**config.mk**
```make
export PLATFORM = sky130hd
export DESIGN_NAME = scan_addr_gen
export DESIGN_NICKNAME = d
export VERILOG_FILES = /design/src/rtl/scan_addr_gen.sv
export SDC_FILE = /design/constraint.sdc
export NUM_CORES = 1
export LEC_CHECK = 0
export CAP_MARGIN = 20
export CORE_ASPECT_RATIO = 0.6
export CORE_MARGIN = 3
export CORE_UTILIZATION = 50
export CTS_CLUSTER_DIAMETER = 150
export CTS_CLUSTER_SIZE = 14
export DETAILED_ROUTE_END_ITERATION = 16
export PLACE_DENSITY = 0.74
export SETUP_SLACK_MARGIN = 0.3
export SYNTH_ARGS = -nofsm -noshare
export SYNTH_HDL_FRONTEND = slang
export SYNTH_SLANG_ARGS = --single-unit
```
**constraint.sdc**
```tcl
create_clock -name clk -period 2.05 [get_ports clk]
set_input_delay 0.3075 -clock clk [delete_from_list [all_inputs] [get_ports clk]]
set_output_delay 0.3075 -clock clk [all_outputs]
set_load 0.01 [all_outputs]
```
**src/rtl/scan_addr_gen.sv**
```systemverilog
// Scan address generator for a 6-to-64 line decoder: walks a latched window
// first..last (mod 64), holding each index for dwell+1 cycles, single-pass or continuous.
module scan_addr_gen #(
  parameter int DWELL_W = 4
) (
  input  logic               clk,
  input  logic               rst_n,
  input  logic               start,
  input  logic               stop,
  input  logic               hold,
  input  logic               cont,
  input  logic [5:0]         first,
  input  logic [5:0]         last,
  input  logic [DWELL_W-1:0] dwell,
  output logic [5:0]         addr_out,
  output logic               dec_en,
  output logic               line_strobe,
  output logic               busy,
  output logic               done
);

  typedef enum logic [1:0] {IDLE = 2'd0, SCAN = 2'd1, DONE = 2'd2} state_t;

  state_t             state_reg, state_next;
  logic [5:0]         first_reg, last_reg;
  logic [DWELL_W-1:0] dwell_reg;
  logic               cont_reg;
  logic [DWELL_W-1:0] cnt_reg, cnt_next;
  logic [5:0]         addr_reg, addr_next;
  logic               dec_en_reg, dec_en_next;
  logic               strobe_reg, strobe_next;
  logic               busy_reg, busy_next;
  logic               done_reg, done_next;

  logic go;
  logic index_end;
  logic at_last;

  assign go        = (state_reg == IDLE) && start && !stop;
  assign index_end = !hold && (cnt_reg == dwell_reg);
  assign at_last   = (addr_reg == last_reg);

  // State register
  always_ff @(posedge clk or negedge rst_n) begin
    if (!rst_n) state_reg <= IDLE;
    else        state_reg <= state_next;
  end

  // Next-state logic
  always_comb begin
    state_next = state_reg;
    case (state_reg)
      IDLE: if (go) state_next = SCAN;
      SCAN: begin
        if (stop)                                     state_next = IDLE;
        else if (index_end && at_last && !cont_reg)   state_next = DONE;
      end
      DONE:    state_next = IDLE;
      default: state_next = IDLE;
    endcase
  end

  // Output and datapath next values; every output is registered below
  always_comb begin
    addr_next   = addr_reg;
    cnt_next    = cnt_reg;
    dec_en_next = 1'b0;
    strobe_next = 1'b0;
    done_next   = 1'b0;
    busy_next   = (state_next != IDLE);
    case (state_reg)
      IDLE: begin
        addr_next = 6'd0;
        cnt_next  = '0;
        if (go) begin
          addr_next   = first;
          dec_en_next = 1'b1;
          strobe_next = 1'b1;
        end
      end
      SCAN: begin
        if (stop) begin
          addr_next = 6'd0;
          cnt_next  = '0;
        end else if (hold) begin
          dec_en_next = 1'b1;
        end else if (index_end) begin
          cnt_next = '0;
          if (!at_last) begin
            addr_next   = addr_reg + 6'd1;
            dec_en_next = 1'b1;
            strobe_next = 1'b1;
          end else if (cont_reg) begin
            addr_next   = first_reg;
            dec_en_next = 1'b1;
            strobe_next = 1'b1;
          end else begin
            addr_next = 6'd0;
            done_next = 1'b1;
          end
        end else begin
          cnt_next    = cnt_reg + 1'b1;
          dec_en_next = 1'b1;
        end
      end
      DONE: begin
        addr_next = 6'd0;
        cnt_next  = '0;
      end
      default: begin
        addr_next = 6'd0;
        cnt_next  = '0;
      end
    endcase
  end

  always_ff @(posedge clk or negedge rst_n) begin
    if (!rst_n) begin
      addr_reg   <= 6'd0;
      cnt_reg    <= '0;
      dec_en_reg <= 1'b0;
      strobe_reg <= 1'b0;
      busy_reg   <= 1'b0;
      done_reg   <= 1'b0;
    end else begin
      addr_reg   <= addr_next;
      cnt_reg    <= cnt_next;
      dec_en_reg <= dec_en_next;
      strobe_reg <= strobe_next;
      busy_reg   <= busy_next;
      done_reg   <= done_next;
    end
  end

  // Window fields are captured only on an accepted start
  always_ff @(posedge clk or negedge rst_n) begin
    if (!rst_n) begin
      first_reg <= 6'd0;
      last_reg  <= 6'd0;
      dwell_reg <= '0;
      cont_reg  <= 1'b0;
    end else if (go) begin
      first_reg <= first;
      last_reg  <= last;
      dwell_reg <= dwell;
      cont_reg  <= cont;
    end
  end

  assign addr_out    = addr_reg;
  assign dec_en      = dec_en_reg;
  assign line_strobe = strobe_reg;
  assign busy        = busy_reg;
  assign done        = done_reg;

endmodule

```
# Word-level counts from Yosys, hierarchy flattened
# Index checks and enable logic that the tools add are counted.
# classes
n_addsub	2
multipliers	0
div_mod_pow	0
magnitude_cmp	0
n_eq_ne	5
n_shift	0
n_mux	32
bitwise_logic	0
n_reduce_logical	11
# op_table
cell	n
2-to-1 mux 6 bit	6
2-to-1 mux 4 bit	4
2-to-1 mux 1 bit	15
one-hot mux 6 bit (2 select lines)	1
adder 6 x 1 -> 6 bit (second input constant)	1
equality test 6 bit	1
2-to-1 mux 2 bit	3
!= test 3 bit (second input constant)	2
logical AND 1 bit	5
adder 4 x 1 -> 4 bit (second input constant)	1
equality test 4 bit	1
one-hot mux 1 bit (2 select lines)	2
one-hot mux 2 bit (2 select lines)	1
zero test 1 bit	3
equality test 2 x 1 -> 1 bit (second input constant)	1
zero test 2 bit	1
AND reduction 2 bit	1
nonzero test 2 bit	1
# totals
register_bits	33
latchBits	0
ram_bits	0
mem_bits_ro	0
out_inout_bits	10
word_cells	61
mem_count	0

# Longest topological paths before layout
# logic_depth
depth_word	8
depth_mapped	6
ltp_nobuf	5

# Worst setup path after synthesis
# No wires, ideal clock.
# synth_timing
kind	flip-flop to flip-flop
start	reg addr_reg[0], in the netlist addr_out[0]
end	reg addr_reg[4], in the netlist addr_out[4]
arrival_time_ps	1633
required_time_ps	1951
setup_slack_ps	317
path_stages_with_launch	7
path_buffers	1
synth_period_minus_slack_ps	1733
cell_sequence	dfrtp_1 xnor2_2 nand4_4 or2_0 buf_2 a211o_1 a311oi_1
# synth_via
elab_chain_cells	6
word_cells_on_any_way	7
cone_classes	1 x add/sub; 1 x eq/ne; 5 x mux
# synth_rtl
item	line_no	text
start, declared	29	logic [5:0] addr_reg, addr_next;
start signal, assigned	126	addr_reg <= addr_next;
adder 6 x 1 -> 6 bit / equality test 6 bit (equally long branches)	90, 41	
2-to-1 mux 6 bit (*)	89	if (!at_last) begin
2-to-1 mux 6 bit (*)	87	end else if (index_end) begin
2-to-1 mux 6 bit (*)	85	end else if (hold) begin
2-to-1 mux 6 bit (*)	82	if (stop) begin
one-hot mux 6 bit (2 select lines) (*)	71	case (state_reg)
# Mark *: on every way between the ends. The rest lies on a longest branch, timed or not. The select of a mux whose other input is x is not followed.
# A chain may end at the register's enable or synchronous reset.

# Worst setup path after layout
# layout_timing
start	reg addr_reg[1], in the netlist addr_out[1]
end	reg addr_reg[5], in the netlist addr_out[5]
# The elaborated chain is that of the path after synthesis.

==> metrics.csv <==
metric,value,unit
dp.final_hpwl,2.826,mm
maxSlewHeadroom,71.65,%
critPathCapture,addr_out[5],
fin_area,0.002258,mm²
sw_frac_of_total,37.29,%
placedCellCount,245,
synth_cells,166,
synth_cell_types,31,
synth_edf_count,0,
worstPathArrival,1910,ps
pin_count,32,
avgSynthCellArea,9.685,µm²
instances_no_fill,262,
fillCellCount,214,
maxCapViolCount,0,
pwr_density_cell,1301,mW/mm²
irDropWorstVdd,0.0007511,V
synth_nets,190,
power_frac_comb,44.4,%
globalRouteOverflowTotal,0,
viasPerCell,5.431,
fin_skew,6.676,ps
antenna_cells,0,
syn_area,0.001608,mm²
clock_sinks,33,
p_switching,0.001095,W
core,0.002965,mm²
post-route-util,76.16,%
drive_gt1_share,20.91,%
critPathMaxFanout,5,
htreeDepth,2,
die_h,49.93,µm
rrSetupSlack,330,ps
setup_viol,0,
clock_latency,290,ps
synthFlopType,dfrtp_1,
dr.pass1.iters,4,
timing.fmax,0.5807,GHz
multi_input_area,792.0,µm²
gp_congestion,0.8447,
worstHoldPathType,in2async,
wl_per_cell,15.64,µm
ys_seq_area_share,51.36,%
critPathCaptureType,flop,
p_int,0.001842,W
clk_path_buf_depth,2,
r2r-end,addr_out[5],
die_area,0.003954,mm²
holdWs,419.3,ps
die_x,79.21,µm
crit_type,reg2reg,
postRouteAntennaNets,0,
hold_violations,0,
start_util,54.22,%
grtUsageTotal,22.43,%
period_share,84.00,%
async_flop_share,100.0,%
areaGrowthSynthToFinish,40.47,%
ff_latch_area,832.0,µm²
numCtsBuffers,5,
antenna_found_initial,0,
drcViolationCount,0,
fp-row-count,15,
required,2240,ps
yosysWarnings,0,
num-nets-final,244,
vias,1423,
cts_tree,built,
startpoint_type,flop,
leakagePower,1.055,nW
rsz0062_at_grt,yes,
grt_pass1_vias,1397,
clkPwrFrac,16.8,%
cts_hold_buf,0,
cts.clk_slew.worst_paths,70,ps
wl,4.097,mm
worstReg2RegStart,addr_out[1],
slew_viol_final,0,
postPlaceCellArea,0.002036,mm²
status,completed,
grt_pass1_wl,6.624,mm
seqPwrFrac,38.7,%
grt_max_degree,34,
synth_seq_cells,33,
setup_tns,0,ps
cts_root_buf,clkbuf_8,
drt-initial-drc-count,151,
crit_start,addr_out[1],
tightest_slew,425.3,ps
reg2regPathDepth,5,
io_buffer_count,31,
layout_min_cycle_time,1722,ps
==> cells in the final DEF, fill, tap and decap left out, types with 2 or more instances in the layout <==
master,instances
dfrtp_2,5
xnor2_2,5
nor3_1,8
clkdlybuf4s50_1,29
a21oi_1,3
dlymetal6s2s_1,2
dfrtp_1,28
xnor2_1,4
nand3_1,5
nand2_1,56
clkbuf_8,6
o221ai_1,3
buf_4,22
a311oi_1,2
o21ai_0,2
xor2_1,7
nor2_1,7
inv_1,4
ha_1,2
a211o_1,2
==> power by group through the flow <==
stage                     registers [W]  clock network (W)  logic, W
after floorplan                 0.00109                  0  0.000682
after global placement          0.00112                  0   0.00103
after detailed placement        0.00114                  0   0.00109
after CTS                       0.00113           0.000508   0.00114
after global routing            0.00117           0.000537   0.00142
final                           0.00114           0.000495   0.00131
==> layer usage <==
metal / share of wire, % / track usage [%] / up-vias
li1: - / - / 664
met1: 44 / 29.35 / 683
met2: 45 / 32.68 / 64
met3: 8.4 / 7.299 / 12
met4: 2.6 / 12.57 / 0
met5: 0 / 0 / -
==> final cells by class <==
type | count | share of cell area (%)
clock buffers | 7 | 3.823
multi-input cells | 123 | 35.07
repair buffers | 53 | 21.27
flip-flops and latches | 33 | 36.84
well taps | 42 | 2.327
inverters | 4 | 0.6648
==> timing repair <==
item | in CTS | in global routing
endpoints found under the setup margin | 11 | 7
setup buffers | 1 | 9
pin swaps | 1 | 3
gates resized for setup | 7 | 9
==> worst min-delay path by stage <==
| stage | start | endpoint | cells after the start |
|---|---|---|---|
| detailed placement | first_reg[3] | first_reg[3] | 2 |
| global route | rst_n | done | 2 |
| finish | rst_n | cnt_reg[0] | 2 |
| CTS | rst_n | busy | 2 |
| floorplan | rst_n | addr_out[0] | 0 |
| global placement | first_reg[2] | first_reg[2] | 2 |
==> critical path, stage by stage, from the launching register on <==
cell      delay (ps)
dfrtp_2          460
xnor2_1          210
nand2_2          130
or2_4            280
a211o_1          260
a311oi_1         270
==> metrics by stage <==
step / power, W / worst slack (ps)
after floorplan: 0.001776 / 317.1
after CTS: 0.002779 / 293.0
after global placement: 0.002156 / -201.7
after global routing: 0.003124 / 248.2
final: 0.002938 / 327.9
after detailed placement: 0.002225 / -121.5
==> cell usage after synthesis, types with 2 or more instances <==
master	instances	area (µm²)
xor2_1	7	61.31
xnor2_1	5	43.79
a211o_1	2	17.52
a21oi_1	3	15.01
inv_1	4	15.01
nor3_1	8	40.04
o31ai_1	2	15.01
nor2_1	7	26.28
o221ai_1	3	26.28
xnor2_2	4	65.06
o21ai_0	2	10.01
clkbuf_1	4	15.01
a311oi_1	3	26.28
dfrtp_1	33	825.8
buf_2	2	10.01
nand3_1	5	25.02
ha_1	2	25.02
nand2_1	57	214.0
==> cell families after synthesis <==
group	count (synthesis)	synth area share, %
simple gates	86	24.59
compound gates	19	9.417
flops	33	51.36
buf+inv	10	2.490
fa+ha+maj	2	1.556
xor+xnor	16	10.58
Power figures use the tool's default switching activity.
